[config.mk]
export PLATFORM = sky130hd
export DESIGN_NAME = data_bus_bridge_flat
export DESIGN_NICKNAME = d
export VERILOG_FILES = /design/src/rtl/data_bus_bridge_pkg.sv /design/src/rtl/data_bus_bridge_if.sv /design/src/rtl/data_bus_bridge_uart_tx_fifo.sv /design/src/rtl/data_bus_bridge.sv /design/src/flat_wrapper.sv
export SDC_FILE = /design/constraint.sdc
export NUM_CORES = 1
export LEC_CHECK = 0
export ABC_AREA = 1
export BUFFER_PORTS_ARGS = -buffer_cell sky130_fd_sc_hd__buf_2
export CAP_MARGIN = 20
export CORE_MARGIN = 2
export CORE_UTILIZATION = 54
export DETAILED_ROUTE_END_ITERATION = 7
export PLACE_DENSITY = 0.86
export RECOVER_POWER = 100
export SLEW_MARGIN = 20
export SYNTH_ARGS = -nofsm -noshare
export SYNTH_HDL_FRONTEND = slang
export SYNTH_HIERARCHICAL = 1
export SYNTH_SLANG_ARGS = --single-unit
[constraint.sdc]
create_clock -name clk -period 4.26 [get_ports clk]
set_input_delay 1.065 -clock clk [delete_from_list [all_inputs] [get_ports clk]]
set_output_delay 1.065 -clock clk [all_outputs]
set_load 0.02 [all_outputs]
[src/rtl/data_bus_bridge_pkg.sv]
`default_nettype none
// ============================================================================
//  Module      : data_bus_bridge_pkg
//  Description : Shared types and constants for the data bus bridge: MMIO
//                word offsets, UART status bit positions, target-select enum,
//                bus-error read pattern and a byte-enable merge helper.
//  Revision    : 1.0 - initial release
// ============================================================================
package data_bus_bridge_pkg;

    // MMIO word offsets, i.e. addr[7:3] of the 256-byte window
    localparam logic [4:0] OFF_MTIME     = 5'h00;
    localparam logic [4:0] OFF_MTIMECMP  = 5'h01;
    localparam logic [4:0] OFF_LED       = 5'h02;
    localparam logic [4:0] OFF_UART_TX   = 5'h03;
    localparam logic [4:0] OFF_UART_STAT = 5'h04;

    // UART_STATUS bit positions
    localparam int ST_FULL   = 0;
    localparam int ST_EMPTY  = 1;
    localparam int ST_OVF    = 2;
    localparam int ST_BUSERR = 3;

    localparam logic [63:0] BUSERR_PATTERN = 64'hDEAD_BEEF_DEAD_BEEF;

    typedef enum logic [1:0] {
        SEL_NONE = 2'd0,
        SEL_RAM  = 2'd1,
        SEL_MMIO = 2'd2
    } sel_e;

    // Written bytes take the new data, unwritten bytes keep the old value
    function automatic logic [63:0] byte_merge(input logic [63:0] cur,
                                               input logic [63:0] wr,
                                               input logic [7:0]  be);
        logic [63:0] res;
        for (int i = 0; i < 8; i++) begin
            res[i*8 +: 8] = be[i] ? wr[i*8 +: 8] : cur[i*8 +: 8];
        end
        return res;
    endfunction

endpackage
`default_nettype wire

[src/rtl/data_bus_bridge_if.sv]
`default_nettype none
// ============================================================================
//  Module      : data_bus_bridge_if
//  Description : Core data-access bus (data_sram_* side of the core).
//                master: the core (drives request, receives read data)
//                slave : the bridge (receives request, returns read data)
//  Signals     : cpu_en, cpu_we[7:0], cpu_addr[63:0], cpu_wdata[63:0],
//                cpu_rdata[63:0] (valid one cycle after the request)
//  Revision    : 1.0 - initial release
// ============================================================================
interface data_bus_bridge_if;
    logic        cpu_en;
    logic [7:0]  cpu_we;
    logic [63:0] cpu_addr;
    logic [63:0] cpu_wdata;
    logic [63:0] cpu_rdata;

    modport master (output cpu_en, cpu_we, cpu_addr, cpu_wdata,
                    input  cpu_rdata);
    modport slave  (input  cpu_en, cpu_we, cpu_addr, cpu_wdata,
                    output cpu_rdata);
endinterface
`default_nettype wire

[src/rtl/data_bus_bridge_uart_tx_fifo.sv]
`default_nettype none
// ============================================================================
//  Module      : uart_tx_fifo
//  Description : Parameterised synchronous FIFO. Pushes while full and pops
//                while empty are ignored; full/empty reflect the registered
//                count, so a same-cycle pop never makes room for a push.
//  Ports       : clk, rst (sync, active-high), push, pop, din[WIDTH-1:0],
//                dout[WIDTH-1:0] (head), full, empty
//  Revision    : 1.0 - initial release
// ============================================================================
module uart_tx_fifo #(
    parameter int DEPTH = 4,     // power of two, >= 2
    parameter int WIDTH = 8
) (
    input  wire logic             clk,
    input  wire logic             rst,
    input  wire logic             push,
    input  wire logic             pop,
    input  wire logic [WIDTH-1:0] din,
    output logic      [WIDTH-1:0] dout,
    output logic                  full,
    output logic                  empty
);
    localparam int AW = $clog2(DEPTH);
    localparam int CW = AW + 1;

    logic [WIDTH-1:0] mem_q [DEPTH];
    logic [WIDTH-1:0] mem_d [DEPTH];
    logic [AW-1:0]    wr_ptr_q, wr_ptr_d;
    logic [AW-1:0]    rd_ptr_q, rd_ptr_d;
    logic [CW-1:0]    count_q,  count_d;
    logic             do_push, do_pop;

    assign full  = (count_q == CW'(DEPTH));
    assign empty = (count_q == '0);
    assign dout  = mem_q[rd_ptr_q];

    always_comb begin
        do_push  = push & ~full;
        do_pop   = pop  & ~empty;
        mem_d    = mem_q;
        wr_ptr_d = wr_ptr_q;
        rd_ptr_d = rd_ptr_q;
        count_d  = count_q;
        if (do_push) begin
            mem_d[wr_ptr_q] = din;
            wr_ptr_d        = wr_ptr_q + AW'(1);   // wraps at DEPTH
        end
        if (do_pop) begin
            rd_ptr_d = rd_ptr_q + AW'(1);
        end
        case ({do_push, do_pop})
            2'b10:   count_d = count_q + CW'(1);
            2'b01:   count_d = count_q - CW'(1);
            default: count_d = count_q;
        endcase
    end

    always_ff @(posedge clk) begin
        mem_q <= mem_d;
        if (rst) begin
            wr_ptr_q <= '0;
            rd_ptr_q <= '0;
            count_q  <= '0;
        end else begin
            wr_ptr_q <= wr_ptr_d;
            rd_ptr_q <= rd_ptr_d;
            count_q  <= count_d;
        end
    end
endmodule
`default_nettype wire

[src/rtl/data_bus_bridge.sv]
`default_nettype none
// ============================================================================
//  Module      : data_bus_bridge
//  Description : Decodes core data accesses to data RAM, an MMIO block
//                (64-bit mtime/mtimecmp timer driving ext_int, LED register,
//                UART TX FIFO) or unmapped space. Keeps the 1-cycle read
//                latency of the SRAM port; never stalls.
//  Ports       : clk, rst (sync, active-high), cpu (data_bus_bridge_if.slave),
//                ram_en/ram_we/ram_addr/ram_wdata out, ram_rdata in,
//                ext_int, led[15:0], uart_tx_valid, uart_tx_data[7:0],
//                uart_tx_ready in
//  Options     : DATA_BUS_BRIDGE_BUSERR_EN - sticky bus-error flag (status
//                bit3) and DEAD_BEEF read pattern for unmapped/reserved reads
//  Revision    : 1.0 - initial release
// ============================================================================
module data_bus_bridge
    import data_bus_bridge_pkg::*;
#(
    parameter logic [63:0] RAM_BASE        = 64'h0000_0000_8000_0000,
    parameter int          RAM_SIZE_LOG2   = 20,
    parameter logic [63:0] MMIO_BASE       = 64'h0000_0000_1000_0000,
    parameter int          TIMER_DIV       = 1,
    parameter int          UART_FIFO_DEPTH = 4
) (
    input  wire logic          clk,
    input  wire logic          rst,
    data_bus_bridge_if.slave   cpu,
    output logic               ram_en,
    output logic [7:0]         ram_we,
    output logic [63:0]        ram_addr,
    output logic [63:0]        ram_wdata,
    input  wire logic [63:0]   ram_rdata,
    output logic               ext_int,
    output logic [15:0]        led,
    output logic               uart_tx_valid,
    output logic [7:0]         uart_tx_data,
    input  wire logic          uart_tx_ready
);
    localparam int             PW        = (TIMER_DIV > 1) ? $clog2(TIMER_DIV) : 1;
    localparam logic [PW-1:0]  PRESC_MAX = PW'(TIMER_DIV - 1);

    // ---------------- decode ----------------
    logic       ram_hit, mmio_hit, is_read, mmio_wr, reserved, push_req;
    logic [4:0] off;
    sel_e       sel_req;

    assign ram_hit  = (cpu.cpu_addr >> RAM_SIZE_LOG2) == (RAM_BASE >> RAM_SIZE_LOG2);
    assign mmio_hit = ~ram_hit & (cpu.cpu_addr[63:8] == MMIO_BASE[63:8]);
    assign off      = cpu.cpu_addr[7:3];
    assign is_read  = cpu.cpu_en & ~(|cpu.cpu_we);
    assign mmio_wr  = cpu.cpu_en & (|cpu.cpu_we) & mmio_hit;
    assign reserved = mmio_hit & (off > OFF_UART_STAT);
    assign push_req = mmio_wr & (off == OFF_UART_TX) & cpu.cpu_we[0];
    assign sel_req  = ram_hit ? SEL_RAM : (mmio_hit ? SEL_MMIO : SEL_NONE);

    assign ram_en    = cpu.cpu_en & ram_hit;
    assign ram_we    = cpu.cpu_we;
    assign ram_addr  = cpu.cpu_addr;
    assign ram_wdata = cpu.cpu_wdata;

    // ---------------- state ----------------
    logic [63:0]   mtime_q,      mtime_d;
    logic [63:0]   mtimecmp_q,   mtimecmp_d;
    logic [PW-1:0] presc_q,      presc_d;
    logic          ext_int_q,    ext_int_d;
    logic [15:0]   led_q,        led_d;
    logic          ovf_q,        ovf_d;
    sel_e          sel_q,        sel_d;
    logic [63:0]   mmio_rdata_q, mmio_rdata_d;
    logic          fifo_full, fifo_empty;
    logic          buserr_bit;

`ifdef DATA_BUS_BRIDGE_BUSERR_EN
    logic buserr_q, buserr_d;
    assign buserr_bit = buserr_q;
`else
    assign buserr_bit = 1'b0;
`endif

    uart_tx_fifo #(
        .DEPTH (UART_FIFO_DEPTH),
        .WIDTH (8)
    ) u_fifo (
        .clk   (clk),
        .rst   (rst),
        .push  (push_req),
        .pop   (uart_tx_ready),
        .din   (cpu.cpu_wdata[7:0]),
        .dout  (uart_tx_data),
        .full  (fifo_full),
        .empty (fifo_empty)
    );

    assign uart_tx_valid = ~fifo_empty;
    assign ext_int       = ext_int_q;
    assign led           = led_q;
    assign cpu.cpu_rdata = (sel_q == SEL_RAM) ? ram_rdata : mmio_rdata_q;

    always_comb begin
        mtime_d      = mtime_q;
        mtimecmp_d   = mtimecmp_q;
        presc_d      = presc_q;
        led_d        = led_q;
        ovf_d        = ovf_q;
        ext_int_d    = (mtime_q >= mtimecmp_q);
        sel_d        = cpu.cpu_en ? sel_req : SEL_NONE;
        mmio_rdata_d = '0;
`ifdef DATA_BUS_BRIDGE_BUSERR_EN
        buserr_d     = buserr_q;
`endif

        // prescaler keeps running; a same-cycle MTIME write overrides the tick
        if (presc_q == PRESC_MAX) begin
            presc_d = '0;
            mtime_d = mtime_q + 64'd1;
        end else begin
            presc_d = presc_q + PW'(1);
        end

        if (mmio_wr) begin
            case (off)
                OFF_MTIME:    mtime_d    = byte_merge(mtime_q, cpu.cpu_wdata, cpu.cpu_we);
                OFF_MTIMECMP: mtimecmp_d = byte_merge(mtimecmp_q, cpu.cpu_wdata, cpu.cpu_we);
                OFF_LED: begin
                    if (cpu.cpu_we[0]) led_d[7:0]  = cpu.cpu_wdata[7:0];
                    if (cpu.cpu_we[1]) led_d[15:8] = cpu.cpu_wdata[15:8];
                end
                OFF_UART_STAT: begin
                    if (cpu.cpu_we[0] && cpu.cpu_wdata[ST_OVF]) ovf_d = 1'b0;
`ifdef DATA_BUS_BRIDGE_BUSERR_EN
                    if (cpu.cpu_we[0] && cpu.cpu_wdata[ST_BUSERR]) buserr_d = 1'b0;
`endif
                end
                default: ;
            endcase
        end

        // full is the pre-pop state, matching the FIFO's own push gating
        if (push_req && fifo_full) ovf_d = 1'b1;

        if (is_read && mmio_hit) begin
            case (off)
                OFF_MTIME:     mmio_rdata_d = mtime_q;
                OFF_MTIMECMP:  mmio_rdata_d = mtimecmp_q;
                OFF_LED:       mmio_rdata_d = {48'd0, led_q};
                OFF_UART_STAT: mmio_rdata_d = {60'd0, buserr_bit, ovf_q, fifo_empty, fifo_full};
                default:       mmio_rdata_d = '0;
            endcase
        end

`ifdef DATA_BUS_BRIDGE_BUSERR_EN
        if (cpu.cpu_en && (sel_req == SEL_NONE || reserved)) begin
            buserr_d = 1'b1;
            if (is_read) mmio_rdata_d = BUSERR_PATTERN;
        end
`endif
    end

    always_ff @(posedge clk) begin
        if (rst) begin
            mtime_q      <= '0;
            mtimecmp_q   <= '1;
            presc_q      <= '0;
            ext_int_q    <= 1'b0;
            led_q        <= '0;
            ovf_q        <= 1'b0;
            sel_q        <= SEL_NONE;
            mmio_rdata_q <= '0;
`ifdef DATA_BUS_BRIDGE_BUSERR_EN
            buserr_q     <= 1'b0;
`endif
        end else begin
            mtime_q      <= mtime_d;
            mtimecmp_q   <= mtimecmp_d;
            presc_q      <= presc_d;
            ext_int_q    <= ext_int_d;
            led_q        <= led_d;
            ovf_q        <= ovf_d;
            sel_q        <= sel_d;
            mmio_rdata_q <= mmio_rdata_d;
`ifdef DATA_BUS_BRIDGE_BUSERR_EN
            buserr_q     <= buserr_d;
`endif
        end
    end

    // reserved only matters for the bus-error option
    logic unused_reserved;
    assign unused_reserved = reserved;
endmodule
`default_nettype wire

[src/flat_wrapper.sv]
// flat-port wrapper written by rule: the top's interface ports become plain ports
module data_bus_bridge_flat import data_bus_bridge_pkg::*;
#(
    parameter logic [63:0] RAM_BASE        = 64'h0000_0000_8000_0000,
    parameter int          RAM_SIZE_LOG2   = 20,
    parameter logic [63:0] MMIO_BASE       = 64'h0000_0000_1000_0000,
    parameter int          TIMER_DIV       = 1,
    parameter int          UART_FIFO_DEPTH = 4
)
  (clk, rst, ram_en, ram_we, ram_addr, ram_wdata, ram_rdata, ext_int, led, uart_tx_valid, uart_tx_data, uart_tx_ready, cpu_cpu_en, cpu_cpu_we, cpu_cpu_addr, cpu_cpu_wdata, cpu_cpu_rdata);
  data_bus_bridge_if cpu_i ();
  input  wire logic clk;
  input  wire logic rst;
  output logic ram_en;
  output logic [7:0] ram_we;
  output logic [63:0] ram_addr;
  output logic [63:0] ram_wdata;
  input  wire logic [63:0] ram_rdata;
  output logic ext_int;
  output logic [15:0] led;
  output logic uart_tx_valid;
  output logic [7:0] uart_tx_data;
  input  wire logic uart_tx_ready;
  input wire logic [$bits(cpu_i.cpu_en)-1:0] cpu_cpu_en;
  input wire logic [$bits(cpu_i.cpu_we)-1:0] cpu_cpu_we;
  input wire logic [$bits(cpu_i.cpu_addr)-1:0] cpu_cpu_addr;
  input wire logic [$bits(cpu_i.cpu_wdata)-1:0] cpu_cpu_wdata;
  output wire logic [$bits(cpu_i.cpu_rdata)-1:0] cpu_cpu_rdata;
  assign cpu_i.cpu_en = cpu_cpu_en;
  assign cpu_i.cpu_we = cpu_cpu_we;
  assign cpu_i.cpu_addr = cpu_cpu_addr;
  assign cpu_i.cpu_wdata = cpu_cpu_wdata;
  assign cpu_cpu_rdata = cpu_i.cpu_rdata;
  data_bus_bridge #(.RAM_BASE(RAM_BASE), .RAM_SIZE_LOG2(RAM_SIZE_LOG2), .MMIO_BASE(MMIO_BASE), .TIMER_DIV(TIMER_DIV), .UART_FIFO_DEPTH(UART_FIFO_DEPTH)) u_core (.clk(clk), .rst(rst), .cpu(cpu_i), .ram_en(ram_en), .ram_we(ram_we), .ram_addr(ram_addr), .ram_wdata(ram_wdata), .ram_rdata(ram_rdata), .ext_int(ext_int), .led(led), .uart_tx_valid(uart_tx_valid), .uart_tx_data(uart_tx_data), .uart_tx_ready(uart_tx_ready));
endmodule
==> flow_metrics.env <==
export IMPL_ys_flop_type="dfxtp_1"
export IMPL_cts_resized=0
export IMPL_ys_seq_area_share_pct=32.6
export IMPL_regArea_sq_um=5370
export IMPL_status="finished, violations left"
export IMPL_critPathRequiredTime_ns=3.19
export IMPL_final_period_utilization_pct=89.1
export IMPL_yosys_area_top_type="dfxtp_1"
export IMPL_die_area_sq_um=31800
export IMPL_synth_nets=2699
export IMPL_cts_buffer_depth=3
export IMPL_fmax_mhz=263
export IMPL_grt_max_degree=68
export IMPL_timing_hold_ws_ns=0.478
export IMPL_synth_seq_cells=252
export IMPL_reg2reg_from="u_core/mtime_q[1]"
export IMPL_dp_cells=3040
export IMPL_yosysWarningCount=6
export IMPL_rsz0062_at_grt="false"
export IMPL_max_slew_margin_pct=-15.3
export IMPL_drt_wl_total_um=53500
export IMPL_vias=17200
export IMPL_finalMaxSlewViolations=99
export IMPL_postCtsSetupBuffers=0
export IMPL_power_density_nw_per_um2=294
export IMPL_timing_rr_end="u_core/mtime_q[58]"
export IMPL_drt_initial_drc_count=1576
export IMPL_r2r_cells=12
export IMPL_synth_cell_types=48
export IMPL_critPathMaxFanout=5
export IMPL_drtAntennaViolNets=0
export IMPL_fillers=2861
export IMPL_fin_cells=3091
export IMPL_vias_per_cell=5.55
export IMPL_wl_per_cell_um=17.3
export IMPL_remaining_drc_errors=0
export IMPL_fin_setup_tns_ns=0
export IMPL_ff2ff_setup_slack_ns=1.70
export IMPL_core_area_sq_um=29800
export IMPL_drt_pass1_iter_count=6
export IMPL_synth_area_top_cells="dfxtp_1 (27%), nand2_1 (16%), buf_4 (6.6%)"
export IMPL_io_buffers=424
export IMPL_synth_edf_count=32
export IMPL_ir_worst_vdd_mv=0.251
export IMPL_track_usage_pct=32.6
export IMPL_clock_skew_ns=0.0139
export IMPL_grt_ovfl_total=0
export IMPL_whs_path_depth=2
export IMPL_crit_arrival_ns=2.73
export IMPL_cts_hold_buf=0
export IMPL_numCtsBuffers=27
export IMPL_num_io_pins=431
export IMPL_rows=63
export IMPL_place_area_sq_um=17800
export IMPL_dieWidth_um=178
export IMPL_synth_most_common_cell="nand2_1"
export IMPL_violations="max-capacitance violations, max-slew violations"
export IMPL_holdCritStartpoint="u_core/mtimecmp_q[8]"
export IMPL_initial_core_util_pct=55.2
export IMPL_die_h_um=178
export IMPL_finalSetupViolations=0
export IMPL_first_global_vias=16100
export IMPL_nets=2954
export IMPL_hold_path_class="flip-flop to flip-flop"
export IMPL_worstMarginPinSlew_ns=1.73
export IMPL_cts_tree="yes"
export IMPL_drv_cap=3
export IMPL_end_kind="output port"
export IMPL_dp_hpwl_um=41000
export IMPL_final_cell_area_sq_um=18400
export IMPL_crit_type="input pin to output port"
export IMPL_start_kind="input pin"
export IMPL_avgSynthCellArea_sq_um=6.78
export IMPL_p_leak_nw=8.52
export IMPL_clkTransAtPathRegs_ns=0.07
export IMPL_period_needed_ns=3.80
export IMPL_clock_sinks=252
export IMPL_finalHoldViolCount=0
export IMPL_clk_latency_ns=0.55
export IMPL_drive_above_1_share_pct=13.5
export IMPL_routabilityCongestion=1.02
export IMPL_postSynthCellCount=2424
export IMPL_syn_to_final_growth_pct=11.9
export IMPL_antenna_found_initial=3
export IMPL_synth_top_cells_by_count="nand2_1 (688), nor2_1 (278), inv_1 (229), dfxtp_1 (220), nand3_1 (177)"
export IMPL_multi_input_area_sq_um=8690
export IMPL_htreeDepth=1
export IMPL_holdPathEnd="u_core/mtimecmp_q[8]"
export IMPL_synth_top_area_share_pct=26.8
export IMPL_clockRootBuffer="clkbuf_16"
export IMPL_postSynth_asyncResetShare_pct=0
export IMPL_syn_area_sq_um=16400
export IMPL_grt_pass1_wl_um=82600
## flip-flops by register name, summed over array words and instances (netlist names)
name                    count
u_core/sel_q                2
u_core/led                 16
u_core/mtimecmp_q          64
u_core/u_fifo/mem_q        32
u_core/u_fifo/count_q       3
u_core/u_fifo/rd_ptr_q      2
u_core/mtime_q             64
u_core/presc_q              1
u_core/ext_int              1
u_core/u_fifo/wr_ptr_q      2
u_core/mmio_rdata_q        64
u_core/ovf_q                1
## metal layers
layer	share of wire [%]	vias to the layer above	global-route usage [%]
li1	-	8231	-
met1	40	7928	40.1
met2	48	871	56.9
met3	8.1	138	4.37
met4	4.2	0	13.7
met5	0	-	0
## area by class of cell
class / instances / share of cell area, %
flip-flops and latches: 252 / 29.2
repair buffers: 449 / 10.9
clock inverters: 15 / 1.01
inverters: 243 / 4.96
well taps: 390 / 2.65
multi-input cells: 1706 / 47.2
diodes: 2 / 0.0272
clock buffers: 34 / 4.03
## worst max-delay path: stages
cell and delay (ns):
buf_2 0.11, nor2_1 0.27, nand2_1 0.10, nor2_1 0.11, nand3_1 0.10, nor2_1 0.53
nand3_1 0.20, inv_1 0.09, buf_2 0.16
## how the worst max path moves through the flow
stage | start | endpoint | slack (ns)
after floorplan | cpu_cpu_en | u_core/u_fifo/count_q[1] | 0.86
after global placement | cpu_cpu_addr[48] | u_core/u_fifo/count_q[2] | 0.54
after detailed placement | cpu_cpu_addr[48] | u_core/u_fifo/count_q[2] | 0.43
after CTS | cpu_cpu_addr[48] | ram_en | 0.67
after global routing | rst | u_core/led[0] | 0.32
final | cpu_cpu_addr[48] | ram_en | 0.46
## stage by stage
stage	worst slack, ns	power, W	utilization (%)
2_1_floorplan	0.857	0.00284	-
3_3_place_gp	0.539	0.00299	59.9
3_5_place_dp	0.428	0.00300	59.9
4_1_cts	0.668	0.00545	63.0
5_1_grt	0.318	0.00557	61.7
6_report	0.464	0.00541	61.7
## power breakdown
part / internal (W) / switching (W) / total [W]
Clock: 0.00148 / 0.00100 / 0.00248
Sequential: 0.00241 / 0.0000154 / 0.00243
Combinational: 0.000146 / 0.000359 / 0.000506
## layout by cell type, fill, tap and decap left out, types with 11 or more instances in the layout
cell type,n
dfxtp_1,220
clkbuf_1,235
a31oi_1,11
a21oi_1,133
o211ai_1,28
nand3_1,177
nand2_1,688
clkbuf_16,27
nand4_1,51
edfxtp_1,32
ha_1,70
inv_1,231
mux2_2,62
buf_2,201
nor2_1,283
nor3_1,25
o21ai_0,85
## cells by family (layout without fill, tap and decap cells)
logic type,count (synthesis),count (layout),share of synthesized area (%)
other,1,3,0.0228
AO/OA/AOI/OAI,282,282,9.49
multiplexers,64,64,4.38
buffers and inverters,466,741,14.4
adder cells (fa/ha/maj),71,71,5.45
AND/OR/NAND/NOR,1273,1273,32.8
XOR/XNOR,15,15,0.799
flip-flops,252,252,32.6
Power figures use the tool's default switching activity.
